[src/rtl/alu_mc_if.sv]
// Handshake and operand/result bundle between the control unit and the multi-cycle ALU.
interface alu_mc_if #(
    parameter int unsigned WIDTH = 32
);
    localparam int unsigned SHAMT_W = $clog2(WIDTH);

    logic               go;
    logic [5:0]         funct;
    logic [SHAMT_W-1:0] shamt;
    logic [WIDTH-1:0]   a;
    logic [WIDTH-1:0]   b;
    logic [WIDTH-1:0]   out;
    logic               ovf;
    logic [WIDTH-1:0]   hi;
    logic [WIDTH-1:0]   lo;
    logic               busy;
    logic               done;

    modport master (output go, funct, shamt, a, b, input out, ovf, hi, lo, busy, done);
    modport slave  (input go, funct, shamt, a, b, output out, ovf, hi, lo, busy, done);
endinterface

[src/rtl/alu_mc.sv]
// Multi-cycle MIPS R-type ALU: single-cycle ops complete at the go edge,
// mult/div run as shift-add / restoring-division sequencers writing HI/LO.
module alu_mc #(
    parameter int unsigned WIDTH   = 32,
    parameter int unsigned SHAMT_W = $clog2(WIDTH),
    parameter int unsigned CNT_W   = $clog2(WIDTH) + 1
) (
    input  logic     clk,
    input  logic     rst_n,
    alu_mc_if.slave  bus
);
    localparam logic [5:0] F_SLL  = 6'h00, F_SRL  = 6'h02, F_SRA  = 6'h03;
    localparam logic [5:0] F_SLLV = 6'h04, F_SRLV = 6'h06, F_SRAV = 6'h07;
    localparam logic [5:0] F_MFHI = 6'h10, F_MTHI = 6'h11, F_MFLO = 6'h12, F_MTLO = 6'h13;
    localparam logic [5:0] F_MULT = 6'h18, F_MULTU = 6'h19, F_DIV = 6'h1A, F_DIVU = 6'h1B;
    localparam logic [5:0] F_ADD  = 6'h20, F_ADDU = 6'h21, F_SUB  = 6'h22, F_SUBU = 6'h23;
    localparam logic [5:0] F_AND  = 6'h24, F_OR   = 6'h25, F_XOR  = 6'h26, F_NOR  = 6'h27;
    localparam logic [5:0] F_SLT  = 6'h2A, F_SLTU = 6'h2B;

    typedef enum logic [1:0] {IDLE, MUL, DIV, FIX} state_t;

    state_t               state;
    logic [CNT_W-1:0]     cnt;
    logic [2*WIDTH-1:0]   acc;
    logic [WIDTH-1:0]     bm;
    logic                 neg_q;
    logic                 neg_r;
    logic                 op_div;

    logic [WIDTH-1:0]     sum, dif, sc_res;
    logic                 sc_wr, sc_ovf, sc_hi_wr, sc_lo_wr;
    logic [SHAMT_W-1:0]   vamt;

    assign sum  = bus.a + bus.b;
    assign dif  = bus.a - bus.b;
    assign vamt = bus.b[SHAMT_W-1:0];

    // Single-cycle result and write enables
    always_comb begin
        sc_res   = '0;
        sc_wr    = 1'b1;
        sc_ovf   = 1'b0;
        sc_hi_wr = 1'b0;
        sc_lo_wr = 1'b0;
        case (bus.funct)
            F_SLL:  sc_res = bus.a << bus.shamt;
            F_SRL:  sc_res = bus.a >> bus.shamt;
            F_SRA:  sc_res = WIDTH'($signed(bus.a) >>> bus.shamt);
            F_SLLV: sc_res = bus.a << vamt;
            F_SRLV: sc_res = bus.a >> vamt;
            F_SRAV: sc_res = WIDTH'($signed(bus.a) >>> vamt);
            F_MFHI: sc_res = bus.hi;
            F_MFLO: sc_res = bus.lo;
            F_MTHI: begin sc_wr = 1'b0; sc_hi_wr = 1'b1; end
            F_MTLO: begin sc_wr = 1'b0; sc_lo_wr = 1'b1; end
            F_ADD: begin
                sc_res = sum;
                sc_ovf = (bus.a[WIDTH-1] == bus.b[WIDTH-1]) && (sum[WIDTH-1] != bus.a[WIDTH-1]);
            end
            F_ADDU: sc_res = sum;
            F_SUB: begin
                sc_res = dif;
                sc_ovf = (bus.a[WIDTH-1] != bus.b[WIDTH-1]) && (dif[WIDTH-1] != bus.a[WIDTH-1]);
            end
            F_SUBU: sc_res = dif;
            F_AND:  sc_res = bus.a & bus.b;
            F_OR:   sc_res = bus.a | bus.b;
            F_XOR:  sc_res = bus.a ^ bus.b;
            F_NOR:  sc_res = ~(bus.a | bus.b);
            F_SLT:  sc_res = {{(WIDTH-1){1'b0}}, ($signed(bus.a) < $signed(bus.b))};
            F_SLTU: sc_res = {{(WIDTH-1){1'b0}}, (bus.a < bus.b)};
            default: sc_res = '0;
        endcase
    end

    // Operand magnitudes and sign bookkeeping for mult/div setup
    logic             is_mult, is_div, sgn, a_neg, b_neg;
    logic [WIDTH-1:0] a_mag, b_mag;

    assign is_mult = (bus.funct == F_MULT) || (bus.funct == F_MULTU);
    assign is_div  = (bus.funct == F_DIV)  || (bus.funct == F_DIVU);
    assign sgn     = ~bus.funct[0];
    assign a_neg   = sgn & bus.a[WIDTH-1];
    assign b_neg   = sgn & bus.b[WIDTH-1];
    assign a_mag   = a_neg ? -bus.a : bus.a;
    assign b_mag   = b_neg ? -bus.b : bus.b;

    // acc holds {partial product, remaining multiplier} or {remainder, quotient}
    logic [WIDTH:0]       mul_sum, r_sh, r_dif;
    logic [2*WIDTH-1:0]   mul_next, div_next, prod;
    logic [WIDTH-1:0]     fix_quo, fix_rem;

    assign mul_sum  = {1'b0, acc[2*WIDTH-1:WIDTH]} + {1'b0, bm};
    assign mul_next = acc[0] ? {mul_sum, acc[WIDTH-1:1]} : {1'b0, acc[2*WIDTH-1:1]};
    assign r_sh     = acc[2*WIDTH-1:WIDTH-1];
    assign r_dif    = r_sh - {1'b0, bm};
    assign div_next = r_dif[WIDTH] ? {acc[2*WIDTH-2:0], 1'b0}
                                   : {r_dif[WIDTH-1:0], acc[WIDTH-2:0], 1'b1};
    assign prod     = neg_q ? -acc : acc;
    assign fix_quo  = neg_q ? -acc[WIDTH-1:0] : acc[WIDTH-1:0];
    assign fix_rem  = neg_r ? -acc[2*WIDTH-1:WIDTH] : acc[2*WIDTH-1:WIDTH];

    always_ff @(posedge clk or negedge rst_n) begin
        if (!rst_n) begin
            state    <= IDLE;
            cnt      <= '0;
            acc      <= '0;
            bm       <= '0;
            neg_q    <= 1'b0;
            neg_r    <= 1'b0;
            op_div   <= 1'b0;
            bus.out  <= '0;
            bus.ovf  <= 1'b0;
            bus.hi   <= '0;
            bus.lo   <= '0;
            bus.busy <= 1'b0;
            bus.done <= 1'b0;
        end else begin
            bus.done <= 1'b0;
            case (state)
                IDLE: begin
                    if (bus.go) begin
                        if (is_mult || is_div) begin
                            bus.busy <= 1'b1;
                            op_div   <= is_div;
                            bm       <= b_mag;
                            cnt      <= CNT_W'(WIDTH);
                            neg_q    <= a_neg ^ b_neg;
                            neg_r    <= a_neg;
                            acc      <= {{WIDTH{1'b0}}, a_mag};
                            if (is_div && bus.b == '0) begin
                                // Divide by zero: FIX writes hi=a, lo=all-ones unsigned
                                acc   <= {bus.a, {WIDTH{1'b1}}};
                                neg_q <= 1'b0;
                                neg_r <= 1'b0;
                                state <= FIX;
                            end else begin
                                state <= is_div ? DIV : MUL;
                            end
                        end else begin
                            bus.done <= 1'b1;
                            if (sc_wr) begin
                                bus.out <= sc_res;
                                bus.ovf <= sc_ovf;
                            end
                            if (sc_hi_wr) bus.hi <= bus.a;
                            if (sc_lo_wr) bus.lo <= bus.a;
                        end
                    end
                end
                MUL, DIV: begin
                    acc <= (state == DIV) ? div_next : mul_next;
                    cnt <= cnt - CNT_W'(1);
                    if (cnt == CNT_W'(1)) state <= FIX;
                end
                FIX: begin
                    if (op_div) begin
                        bus.hi <= fix_rem;
                        bus.lo <= fix_quo;
                    end else begin
                        bus.hi <= prod[2*WIDTH-1:WIDTH];
                        bus.lo <= prod[WIDTH-1:0];
                    end
                    bus.busy <= 1'b0;
                    bus.done <= 1'b1;
                    cnt      <= '0;
                    state    <= IDLE;
                end
                default: state <= IDLE;
            endcase
        end
    end
endmodule

[src/flat_wrapper.sv]
// flat-port wrapper written by rule: the top's interface ports become plain ports
module alu_mc_flat 
#(
    parameter int unsigned WIDTH   = 32,
    parameter int unsigned SHAMT_W = $clog2(WIDTH),
    parameter int unsigned CNT_W   = $clog2(WIDTH) + 1
)
  (clk, rst_n, bus_go, bus_funct, bus_shamt, bus_a, bus_b, bus_out, bus_ovf, bus_hi, bus_lo, bus_busy, bus_done);
  alu_mc_if #(.WIDTH(WIDTH)) bus_i ();
  input  logic clk;
  input  logic rst_n;
  input wire logic [$bits(bus_i.go)-1:0] bus_go;
  input wire logic [$bits(bus_i.funct)-1:0] bus_funct;
  input wire logic [$bits(bus_i.shamt)-1:0] bus_shamt;
  input wire logic [$bits(bus_i.a)-1:0] bus_a;
  input wire logic [$bits(bus_i.b)-1:0] bus_b;
  output wire logic [$bits(bus_i.out)-1:0] bus_out;
  output wire logic [$bits(bus_i.ovf)-1:0] bus_ovf;
  output wire logic [$bits(bus_i.hi)-1:0] bus_hi;
  output wire logic [$bits(bus_i.lo)-1:0] bus_lo;
  output wire logic [$bits(bus_i.busy)-1:0] bus_busy;
  output wire logic [$bits(bus_i.done)-1:0] bus_done;
  assign bus_i.go = bus_go;
  assign bus_i.funct = bus_funct;
  assign bus_i.shamt = bus_shamt;
  assign bus_i.a = bus_a;
  assign bus_i.b = bus_b;
  assign bus_out = bus_i.out;
  assign bus_ovf = bus_i.ovf;
  assign bus_hi = bus_i.hi;
  assign bus_lo = bus_i.lo;
  assign bus_busy = bus_i.busy;
  assign bus_done = bus_i.done;
  alu_mc #(.WIDTH(WIDTH), .SHAMT_W(SHAMT_W), .CNT_W(CNT_W)) u_core (.clk(clk), .rst_n(rst_n), .bus(bus_i));
endmodule
[config.mk]
export PLATFORM = sky130hd
export DESIGN_NAME = alu_mc_flat
export DESIGN_NICKNAME = d
export VERILOG_FILES = /design/src/rtl/alu_mc_if.sv /design/src/rtl/alu_mc.sv /design/src/flat_wrapper.sv
export SDC_FILE = /design/constraint.sdc
export NUM_CORES = 1
export LEC_CHECK = 0
export ABC_AREA = 0
export BUFFER_PORTS_ARGS = -buffer_cell sky130_fd_sc_hd__clkbuf_2
export CAP_MARGIN = 20
export CORE_UTILIZATION = 58
export CTS_BUF_LIST = sky130_fd_sc_hd__clkbuf_4 sky130_fd_sc_hd__clkbuf_8
export CTS_CLUSTER_SIZE = 24
export DETAILED_ROUTE_END_ITERATION = 10
export GPL_TIMING_DRIVEN = 0
export PLACE_DENSITY = 0.83
export REMOVE_ABC_BUFFERS = 1
export SKIP_LAST_GASP = 1
export SYNTH_ARGS = -nofsm -noshare
export SYNTH_HDL_FRONTEND = slang
export SYNTH_SLANG_ARGS = --single-unit
[constraint.sdc]
create_clock -name clk -period 3.05 [get_ports clk]
set_input_delay 0.305 -clock clk [delete_from_list [all_inputs] [get_ports clk]]
set_output_delay 0.305 -clock clk [all_outputs]
set_load 0.01 [all_outputs]
==> flow_summary.toml, run 1 <==
[global_route]
gr-total-overflow = 95
grt_max_degree = 99
track_usage_pct = 77.3

[floorplan]
die_h_um = 220
num_rows = 79
die_w_um = 220
io_pins = 177
start_util_pct = 59.2

[timing]
worst-ep-kind = "register data pin"
crit_endpoint = "u_core.bus.hi[29]$_DFFE_PN0P_/D"

[clocking]
clk_path_buf_depth = 3
clock-sinks = 206
root_buffer = "clkbuf_8"
cts_buffers = 40
htreeDepth = 2

[placement]
gp_congestion = 1.07
place_hpwl_um = 101000
numPortBuffers = 176
placedCellCount = 4331

[synth]
yosysMostFrequentCell = "nand2_1"
ys_ff_latch = 206
yosys_warnings = 0
synth_area_leaders = "dfrtp_1 (19%), mux2i_1 (8.9%), ha_1 (8.1%), o21ai_0 (6.3%), nand2_1 (6.1%)"
syn_inst = 3792
synth_edf_count = 0
synthFlopType = "dfrtp_1"
syn_area_mm2 = 0.0277
synthTopCellsByCount = "nand2_1 (448), o21ai_0 (349), a21oi_1 (316)"
synth_cell_types = 94
synth_top_area_share_pct = 18.6
syn_avg_cell_area_um2 = 7.30
yosysTopAreaCell = "dfrtp_1"
async_reset_ff_share_pct = 100
seq_area_frac_synth_pct = 18.6

[run_status]
status = "aborted with a tool error"
failing_step = "global routing (5_1_grt)"
error = "[ERROR GRT-0232] Routing congestion too high. Check the congestion heatmap in the GUI."
-- routing by layer --
metal | GRT overflow | global-route usage, %
met4 | 49 | 76.7
met5 | 0 | 33.5
met1 | 3 | 79.0
met3 | 2 | 61.1
met2 | 41 | 92.5
-- cells by family after synthesis --
logic type	share of synthesized area (%)
xor gates and xnor gates	6.08
buffers and inverters	6.59
AOI/OAI and AO/OA	30.5
adders and majority gates	8.43
DFF	18.6
and+or+nand+nor	18.7
muxes	11.1
-- per-stage QoR --
stage | utilization (%) | area [um^2] | setup WS, ns | setup TNS (ns) | hold slack (ns)
2_1_floorplan | - | 26500 | -2.11 | -164.53 | 0.00941
3_5_place_dp | 62.5 | 29200 | -2.86 | -182.30 | 0.221
4_1_cts | 69.7 | 32600 | -0.246 | -2.68 | 0.0173
3_3_place_gp | 60.2 | 28100 | -7.82 | -1137.27 | 0.473
-- repair_timing --
| action | in CTS |
|---|---|
| buffers inserted | 112 |
| cloned | 10 |
| endpoints found under the hold margin | 108 |
| hold buffers | 1 |
| pin swaps | 70 |
| gates resized for setup | 329 |
| setup endpoints to repair | 141 |
==> run 2, diff against run 1 <==
--- a/config.mk
+++ b/config.mk
@@ -8,12 +8,10 @@
 export ABC_AREA = 0
 export BUFFER_PORTS_ARGS = -buffer_cell sky130_fd_sc_hd__clkbuf_2
 export CAP_MARGIN = 20
-export CORE_UTILIZATION = 58
-export CTS_BUF_LIST = sky130_fd_sc_hd__clkbuf_4 sky130_fd_sc_hd__clkbuf_8
-export CTS_CLUSTER_SIZE = 24
+export CORE_UTILIZATION = 40
 export DETAILED_ROUTE_END_ITERATION = 10
 export GPL_TIMING_DRIVEN = 0
-export PLACE_DENSITY = 0.83
+export PLACE_DENSITY_LB_ADDON = 0.15
 export REMOVE_ABC_BUFFERS = 1
 export SKIP_LAST_GASP = 1
 export SYNTH_ARGS = -nofsm -noshare
==> constraint.sdc (replaced) <==
create_clock -name clk -period 3.96 [get_ports clk]
set_input_delay 0.396 -clock clk [delete_from_list [all_inputs] [get_ports clk]]
set_output_delay 0.396 -clock clk [all_outputs]
set_load 0.01 [all_outputs]
==> flow_summary.toml, run 2 <==
[timing]
period_minus_slack_ns = 4.00
finalCritPeriodShare_pct = 101
drv_slew = 0
tightest_slew_ns = 1.23
setup_violations = 4
fmax_mhz = 250
hold_viol = 0
max_slew_margin_pct = 17.6
setup_ws_ns = -0.0372
skew_ns = 0.0173
grt_setup_unrepaired = "true"

[placement]
gp_congestion = 1.02
numPortBuffers = 176
dp_slack_ns = -1.93
placed_area_mm2 = 0.0296
place_hpwl_um = 110000

[global_route]
grt_pass1_vias = 29006
gr-total-overflow = 0
grt_max_degree = 93
grt_antenna_before_repair = 5
grt_first_pass_wirelength_um = 203000
track_usage_pct = 38.9

[detailed_routing]
drtIter0Drc = 3016
drt-pass1-iter-count = 5
top_layer = "met5"
wl_met3_um = 9790
route.detailed.drc = 0
wl_met1_um = 57300
num_vias = 30743
wl_met2_um = 64600
wl_per_cell_um = 30.1
vias_per_cell = 6.57
ant_nets = 0
wl_um = 141000

[finish]
area_growth_pct = 12.4
fin_area_mm2 = 0.0311
fill_cells = 7138
mostFrequentLayoutCells = "nand2_1 (444), o21ai_0 (341), a21oi_1 (306)"
final_common_cell = "nand2_1"
largest_reg_flops = 64
fin_util_pct = 45.4
seqCellArea_mm2 = 0.00516
layout.nets = 4036
regMostFlops = "u_core.acc"
multi_input_area_mm2 = 0.0212
drive_gt1_share_pct = 11.9

[floorplan]
die_h_um = 265
die_w_um = 265
num_rows = 96
die_area_mm2 = 0.0702
start_util_pct = 40.4
io_pins = 177
coreArea_mm2 = 0.0685

[power_and_ir_drop]
power.density_mw_per_mm2 = 278
leakage_nw = 13.4
vdd_drop_max_mv = 0.341

[synth]
yosysTopAreaCell = "dfrtp_1"
seq_area_frac_synth_pct = 18.6
synthTopCellsByCount = "nand2_1 (448), o21ai_0 (349), a21oi_1 (316)"
syn_area_mm2 = 0.0277
synthFlopType = "dfrtp_1"
yosysMostFrequentCell = "nand2_1"
syn_avg_cell_area_um2 = 7.30
async_reset_ff_share_pct = 100
syn_inst = 3792
synth_edf_count = 0
synth_top_area_share_pct = 18.6
ys_ff_latch = 206
yosys_warnings = 0
synth_cell_types = 94
synth_area_leaders = "dfrtp_1 (19%), mux2i_1 (8.9%), ha_1 (8.1%), o21ai_0 (6.3%), nand2_1 (6.1%)"

[critical_path]
start_kind = "input port"
crit_type = "input port to register"
crit_required_ns = 4.42
crit_path_end_kind = "register"
worstPathArrival_ns = 4.45
r2r_start = "u_core.acc[23]"
worstRegToRegCells = 9
reg2reg_slack_ns = 0.03
r2r_end = "u_core.bus.hi[26]"
worst-path-max-fanout = 79

[hold_path]
holdCritStartpoint = "bus_b[31]"
min_to = "u_core.bm[31]"
min_path_cells = 3
hold_path_class = "input port to register"

[run_status]
status = "complete, but fails checks"
violations = "negative setup slack"

[clocking]
root_buffer = "clkbuf_16"
clk_latency_ns = 0.60
htreeDepth = 1
cts_tree = "yes"
clkTransAtPathRegs_ns = 0.07
clk_path_buf_depth = 3
cts_buffers = 29
clock-sinks = 206

[flow_run]
drv_cap = 0
==> run 2: cell type report <==
| type | count | area share (%) |
|---|---|---|
| Multi-Input combinational cell | 3122 | 68.2 |
| Sequential cell | 206 | 16.6 |
| Timing Repair Buffer | 243 | 6.28 |
| Tap cell | 882 | 3.55 |
| Clock buffer | 37 | 2.59 |
| Inverter | 172 | 2.12 |
| Clock inverter | 14 | 0.584 |
| Antenna cell | 2 | 0.0161 |
==> run 2: what timing repair did <==
action,4_1_cts,5_1_grt
hold buffers,1,0
resized for setup,55,27
pin swaps,4,2
gates cloned,1,0
endpoints found under the hold margin,24,0
setup buffers,11,3
endpoints found under the setup margin,109,34
==> run 2: worst max path at each step <==
stage,from,end,cells past startpoint
floorplan,bus_funct[3],u_core.bus.out[12],8
global placement,bus_funct[0],u_core.bus.out[19],11
detailed placement,bus_funct[1],u_core.bus.out[12],14
CTS,bus_funct[1],u_core.bus.out[12],14
global route,bus_funct[1],u_core.bus.out[12],14
finish,bus_funct[1],u_core.bus.out[17],13
==> run 2: report_power, final <==
part	total [W]	switching (W)	leakage [nW]	internal [W]
clock	0.00286	0.00118	0.481	0.00168
sequential	0.00244	0.000241	2.57	0.00220
combinational	0.00335	0.00216	10.3	0.00119
total	0.00864	0.00358	13.4	0.00507
==> run 2: metal layers <==
metal | track usage, % | vias to the layer above
met1 | 49.7 | 15084
met2 | 62.9 | 1387
met4 | 21.9 | 4
met5 | 0 | -
li1 | - | 13933
met3 | 5.30 | 335
==> run 2: logic make-up (layout without fill, tap and decap cells) <==
kind of cell	Yosys count	after routing	synth area share [%]
compound gates	1319	1319	30.5
simple gates	1139	1139	18.7
buf+inv	465	466	6.59
mux	287	288	11.1
flops	206	206	18.6
xor+xnor	192	192	6.08
fa+ha+maj	184	184	8.43
other cells	0	2	0
==> run 2: per-stage QoR <==
stage,setup TNS [ns],cells,power (W),hold WS [ns]
4_1_cts,-0.174,4673,0.00853,0.180
3_5_place_dp,-100.09,4609,0.00561,0.323
3_3_place_gp,-967.52,4557,0.00556,0.476
5_1_grt,-0.106,4678,0.00897,0.207
2_1_floorplan,-70.19,3499,0.00436,0.100
6_report,-0.0944,4678,0.00864,0.221
==> run 2: worst max-delay path: stages <==
cell and delay [ns]:
clkbuf_4 0.22, buf_16 0.31, and2_4 0.38, nand2_4 0.23
mux2i_4 0.29, buf_16 0.19, buf_12 0.19, mux2i_1 0.47
mux2i_1 0.20, mux2i_2 0.41, mux2i_1 0.37, a221oi_1 0.48
a31oi_1 0.15
(Power assumes the default switching activity.)
